--- config.mk ---
export PLATFORM = sky130hd
export DESIGN_NAME = tone_arbiter
export DESIGN_NICKNAME = d
export VERILOG_FILES = /design/src/rtl/tone_arbiter.sv
export SDC_FILE = /design/constraint.sdc
export NUM_CORES = 1
export LEC_CHECK = 0
export ABC_AREA = 1
export CORE_MARGIN = 5
export CORE_UTILIZATION = 43
export CTS_CLUSTER_SIZE = 12
export DETAILED_ROUTE_END_ITERATION = 10
export GPL_TIMING_DRIVEN = 0
export PLACE_DENSITY = 0.76
export RECOVER_POWER = 25
export SKIP_LAST_GASP = 1
export SLEW_MARGIN = 15
export SYNTH_ARGS = -nofsm -noshare
export SYNTH_HDL_FRONTEND = slang
export SYNTH_SLANG_ARGS = --single-unit
--- constraint.sdc ---
create_clock -name clk_5MHz -period 2.5 [get_ports clk_5MHz]
set_clock_uncertainty 0.15 [all_clocks]
set_input_delay 0.375 -clock clk_5MHz [delete_from_list [all_inputs] [get_ports clk_5MHz]]
set_output_delay 0.375 -clock clk_5MHz [all_outputs]
set_load 0.02 [all_outputs]
--- src/rtl/tone_arbiter.sv ---
// Arbitrates the shared square-wave tone generator between live piano keys and
// the song sequencer, and paces the sequencer with beat-synchronised advance pulses.
module tone_arbiter #(
  parameter int KEYS       = 8,
  parameter int DIV_W      = 16,
  parameter int HOLD_BEATS = 2
) (
  input  logic             clk_5MHz,
  input  logic             rst_n,
  input  logic             beat_tick,
  input  logic [KEYS-1:0]  key_n,
  input  logic             song_en,
  input  logic [DIV_W-1:0] song_div,
  output logic             song_adv,
  output logic [DIV_W-1:0] tone_div,
  output logic             tone_load,
  output logic [1:0]       src
);

  localparam int         IDX_W    = (KEYS > 1) ? $clog2(KEYS) : 1;
  localparam logic [3:0] HOLD_LIM = 4'(HOLD_BEATS);

  // The state encoding doubles as the src output code.
  typedef enum logic [1:0] {
    ST_IDLE = 2'b00,
    ST_KEY  = 2'b01,
    ST_SONG = 2'b10,
    ST_HOLD = 2'b11
  } state_t;

  state_t           r_state;
  state_t           w_state_nxt;
  logic [3:0]       r_hold_cnt;
  logic [3:0]       w_hold_cnt_nxt;
  logic [DIV_W-1:0] r_tone_div;
  logic [DIV_W-1:0] w_tone_div_nxt;
  logic             r_tone_load;
  logic             r_song_adv;
  logic             w_song_adv_nxt;
  logic             w_any_key;
  logic [IDX_W-1:0] w_win_idx;
  logic [DIV_W-1:0] w_key_div;

  assign w_any_key = ~&key_n;

  // Scan from the top down so the lowest-index pressed key is the last writer.
  // NOTE: every always_comb output gets a default first so no latch is inferred.
  always_comb begin
    w_win_idx = '0;
    for (int i = KEYS - 1; i >= 0; i--) begin
      if (!key_n[i]) w_win_idx = i[IDX_W-1:0];
    end
  end

  always_comb begin
    w_key_div = '0;
    case (w_win_idx)
      IDX_W'(0): w_key_div = DIV_W'(11466);
      IDX_W'(1): w_key_div = DIV_W'(10216);
      IDX_W'(2): w_key_div = DIV_W'(9101);
      IDX_W'(3): w_key_div = DIV_W'(8590);
      IDX_W'(4): w_key_div = DIV_W'(7653);
      IDX_W'(5): w_key_div = DIV_W'(6818);
      IDX_W'(6): w_key_div = DIV_W'(6072);
      IDX_W'(7): w_key_div = DIV_W'(5733);
      default:   w_key_div = '0;
    endcase
  end

  always_comb begin
    w_state_nxt    = r_state;
    w_hold_cnt_nxt = r_hold_cnt;
    case (r_state)
      ST_IDLE: begin
        if (w_any_key)    w_state_nxt = ST_KEY;
        else if (song_en) w_state_nxt = ST_SONG;
      end
      ST_KEY: begin
        if (!w_any_key) begin
          w_state_nxt    = ST_HOLD;
          w_hold_cnt_nxt = '0;
        end
      end
      ST_HOLD: begin
        // A key press beats expiry; expiry beats counting a tick.
        if (w_any_key) begin
          w_state_nxt = ST_KEY;
        end else if (r_hold_cnt == HOLD_LIM) begin
          w_state_nxt = song_en ? ST_SONG : ST_IDLE;
        end else if (beat_tick && (r_hold_cnt != 4'hF)) begin
          w_hold_cnt_nxt = r_hold_cnt + 4'd1;
        end
      end
      ST_SONG: begin
        if (w_any_key)     w_state_nxt = ST_KEY;
        else if (!song_en) w_state_nxt = ST_IDLE;
      end
      default: w_state_nxt = ST_IDLE;
    endcase
  end

  // The divisor follows the state being entered so src and tone_div change together.
  always_comb begin
    w_tone_div_nxt = '0;
    case (w_state_nxt)
      ST_KEY:  w_tone_div_nxt = w_key_div;
      ST_SONG: w_tone_div_nxt = song_div;
      default: w_tone_div_nxt = '0;
    endcase
  end

  // Advance only while staying in SONG, and never on two consecutive cycles.
  assign w_song_adv_nxt = (r_state == ST_SONG) && beat_tick && !w_any_key &&
                          song_en && !r_song_adv;

  // NOTE: sequential state uses non-blocking assignments so every register
  // samples the pre-edge values of the others.
  always_ff @(posedge clk_5MHz or negedge rst_n) begin
    if (!rst_n) begin
      r_state     <= ST_IDLE;
      r_hold_cnt  <= '0;
      r_tone_div  <= '0;
      r_tone_load <= 1'b0;
      r_song_adv  <= 1'b0;
    end else begin
      r_state     <= w_state_nxt;
      r_hold_cnt  <= w_hold_cnt_nxt;
      r_tone_div  <= w_tone_div_nxt;
      r_tone_load <= (w_tone_div_nxt != r_tone_div);
      r_song_adv  <= w_song_adv_nxt;
    end
  end

  assign src       = r_state;
  assign tone_div  = r_tone_div;
  assign tone_load = r_tone_load;
  assign song_adv  = r_song_adv;

endmodule
==> metrics.txt <==
Post-Route WL 4100 um; Post-synth EDFFs 0; RSZ-0062 raised after global routing true; FF+latch count, synth 24; critical path type register to register; minimum clock period 2.55 ns; MaxCap Viol Count 0; reg2reg start r_hold_cnt[1]; worst r2r path cells 18; Clk Latency, worst-skew pair 0.27 ns; critical path required time 2.51 ns; CTS clk-pin slew, worst paths 0.09 ns; vias in the first global route between 1,500 and 2,000; leakage 1.32 nW; wire per inst 11.3 um; io pins 48; die area 5320 um2; share of cells above drive strength 1 roughly 18%; status complete, but fails checks; Layout area overhead 44.3%; DRT Pass-1 Iters 4; wire length of the first global-routing pass 7110 um; Startpoint Class register; # diodes 0; CTS tree yes; failing checks setup timing; Setup-failing EPs final 1; average cell area after synthesis 6.71 um2; Cell Area, Synth 1700 um2; initial core utilization between 40% and 50%; Synth area leader dfrtp_1; Max Fclk 391 MHz; 1st-iter DRT viols 59; DIE WIDTH 73.0 um; max-slew violation count 0; DR WL met2 between 1500 and 2000 um; Vias/cell between 4 and 5; Final Cycle Share 102%; relative slew slack between 10% and 20%; post-DP HPWL 3000 um; wl on met1 1840 um; Syn Nets 289; Layout fillers between 300 and 400; core area 3740 um2; clk sinks 24; CP Capture Type register; Met3 Wirelength 221 um; dominant synthesized flop cell dfrtp_1; PortBufs 47; Pwr Total roughly 910 uW; placer congestion estimate 0.843; H-tree depth 1; vias after detailed routing 1,661; largest net degree at the start of global routing 25; yosys warns 0; Post-Layout Cell Count 363; Worst Path Arrival 2.57 ns; min-delay src song_adv; Final #Nets 352; Top Layer Used met4; Synth cell types 28; top cells by area, synth dfrtp_1, nand2_1, inv_1; crit path from r_hold_cnt[1]; DRT antenna net count 0; placed cells 349; Vert. Die Dim ~73 um; Worst Path Max Fanout 6; pwr/cell area 372 nW/um2; Post-synth ARST share 100%; Hold Vio Cnt, Final 0; sequential fraction of the synthesis area around a third; Peak supply drop around 0.26 mV; Synth top area share 35.2%; Gate Count Post-Synth 254; HP Class register to register; # rows 22; root buf cell clkbuf_8; CTS max path bufs 2; post-route setup slack -0.0548 ns; total gr overflow 0; CTS Buf Count 3; initial antenna violation count 0; hold path depth 1; DRC 0; gr usage total 17.0%; Least-Margin Pin Slew 1.33 ns
metrics by stage:
stage	hold slack, ns	instance area [um2]	utilization [%]	setup slack, ns	setup TNS (ns)
after floorplan	-0.0706	1700	-	0.0251	0
after detailed placement	0.281	2230	59.7	-0.857	-4.38
final	0.291	2460	65.7	-0.0548	-0.0548
after CTS	0.291	2440	65.1	-0.0706	-0.0706
after global placement	0.276	2230	59.7	-0.858	-4.32
after global routing	0.308	2460	65.7	-0.286	-0.286
layer usage:
metal | vias to the layer above | track usage, %
li1 | 898 | -
met1 | 723 | 21.3
met2 | 35 | 30.1
met3 | 5 | 2.48
met4 | 0 | 4.71
met5 | - | 0
sequential cells by signal, indices dropped and copies added (netlist names):
signal and flops:
tone_div 16, r_hold_cnt 4, src 2, song_adv 1, tone_load 1
worst max-delay path: stages (launching register included):
cell	delay (ns)
dfrtp_1	0.44
ha_4	0.19
a41oi_4	0.18
nor2_4	0.07
inv_2	0.06
ha_2	0.16
buf_6	0.14
inv_2	0.05
or2_4	0.24
nand2_4	0.07
nand2_2	0.05
nand2_2	0.06
nand3_1	0.06
nand2_1	0.07
nand2_1	0.07
nor2_2	0.09
nand3_1	0.07
nor2_1	0.13
nand3_1	0.08
kinds of logic after synthesis:
family                   share of synthesized area, %
AND/OR/NAND/NOR                                  41.3
buffers and inverters                            12.2
flip-flops                                       35.2
AO/OA/AOI/OAI                                    5.14
adder cells (fa/ha/maj)                          5.14
XOR/XNOR                                         1.03
cell type report:
cell class / count / area [um2] / area share (%)
Multi-Input combinational cell: 178 / 985 / 40.1
Clock buffer: 3 / 41.3 / 1.68
Inverter: 47 / 176 / 7.18
Timing Repair Buffer: 59 / 561 / 22.8
Buffer: 4 / 35.0 / 1.42
Tap cell: 48 / 60.1 / 2.44
Sequential cell: 24 / 601 / 24.4
worst paths after layout:
check | to | slack, ns
min in group asynchronous | tone_div[2] | 0.77
min reg2reg | song_adv | 0.29
min | song_adv | 0.29
max in group asynchronous | r_hold_cnt[0] | 0.65
max reg2reg | tone_load | -0.05
max | tone_load | -0.05
synthesized netlist by cell type (all sizes together), types with 2 or more instances:
library cell	n
nand3b	6
a21oi	10
buf	4
dfrtp	24
inv	47
nand3	19
nor2	13
nand2	112
xnor2	2
ha	7
o21ai	3
power by group:
part / internal (mW) / switching (mW)
clock network: 0.108 / 0.130
registers: 0.410 / 0.0150
logic: 0.118 / 0.133
timing repair:
item | CTS | global route
resized for setup | 34 | 5
endpoints found under the hold margin | 0 | 24
setup endpoints to repair | 10 | 1
cloned | 0 | 0
setup buffers | 11 | 0
pin swaps | 15 | 4
hold buffers | 0 | 1
cells in the final DEF (no fill, tap or decap), types with 2 or more instances in the layout:
cell type        instances
inv_1                   37
nand2_1                 96
nand3b_1                 6
nand2_4                  2
o21ai_0                  2
nor2_1                   9
clkdlybuf4s50_1         38
dlygate4sd2_1            7
buf_4                   11
nand3_1                 18
inv_2                   10
ha_4                     2
nand2_2                 13
dfrtp_1                 24
buf_6                    2
xnor2_1                  2
clkbuf_8                 3
a21oi_2                  3
ha_1                     4
a21oi_1                  7
nor2_4                   3
No activity file was read; power rests on OpenSTA's default activity.
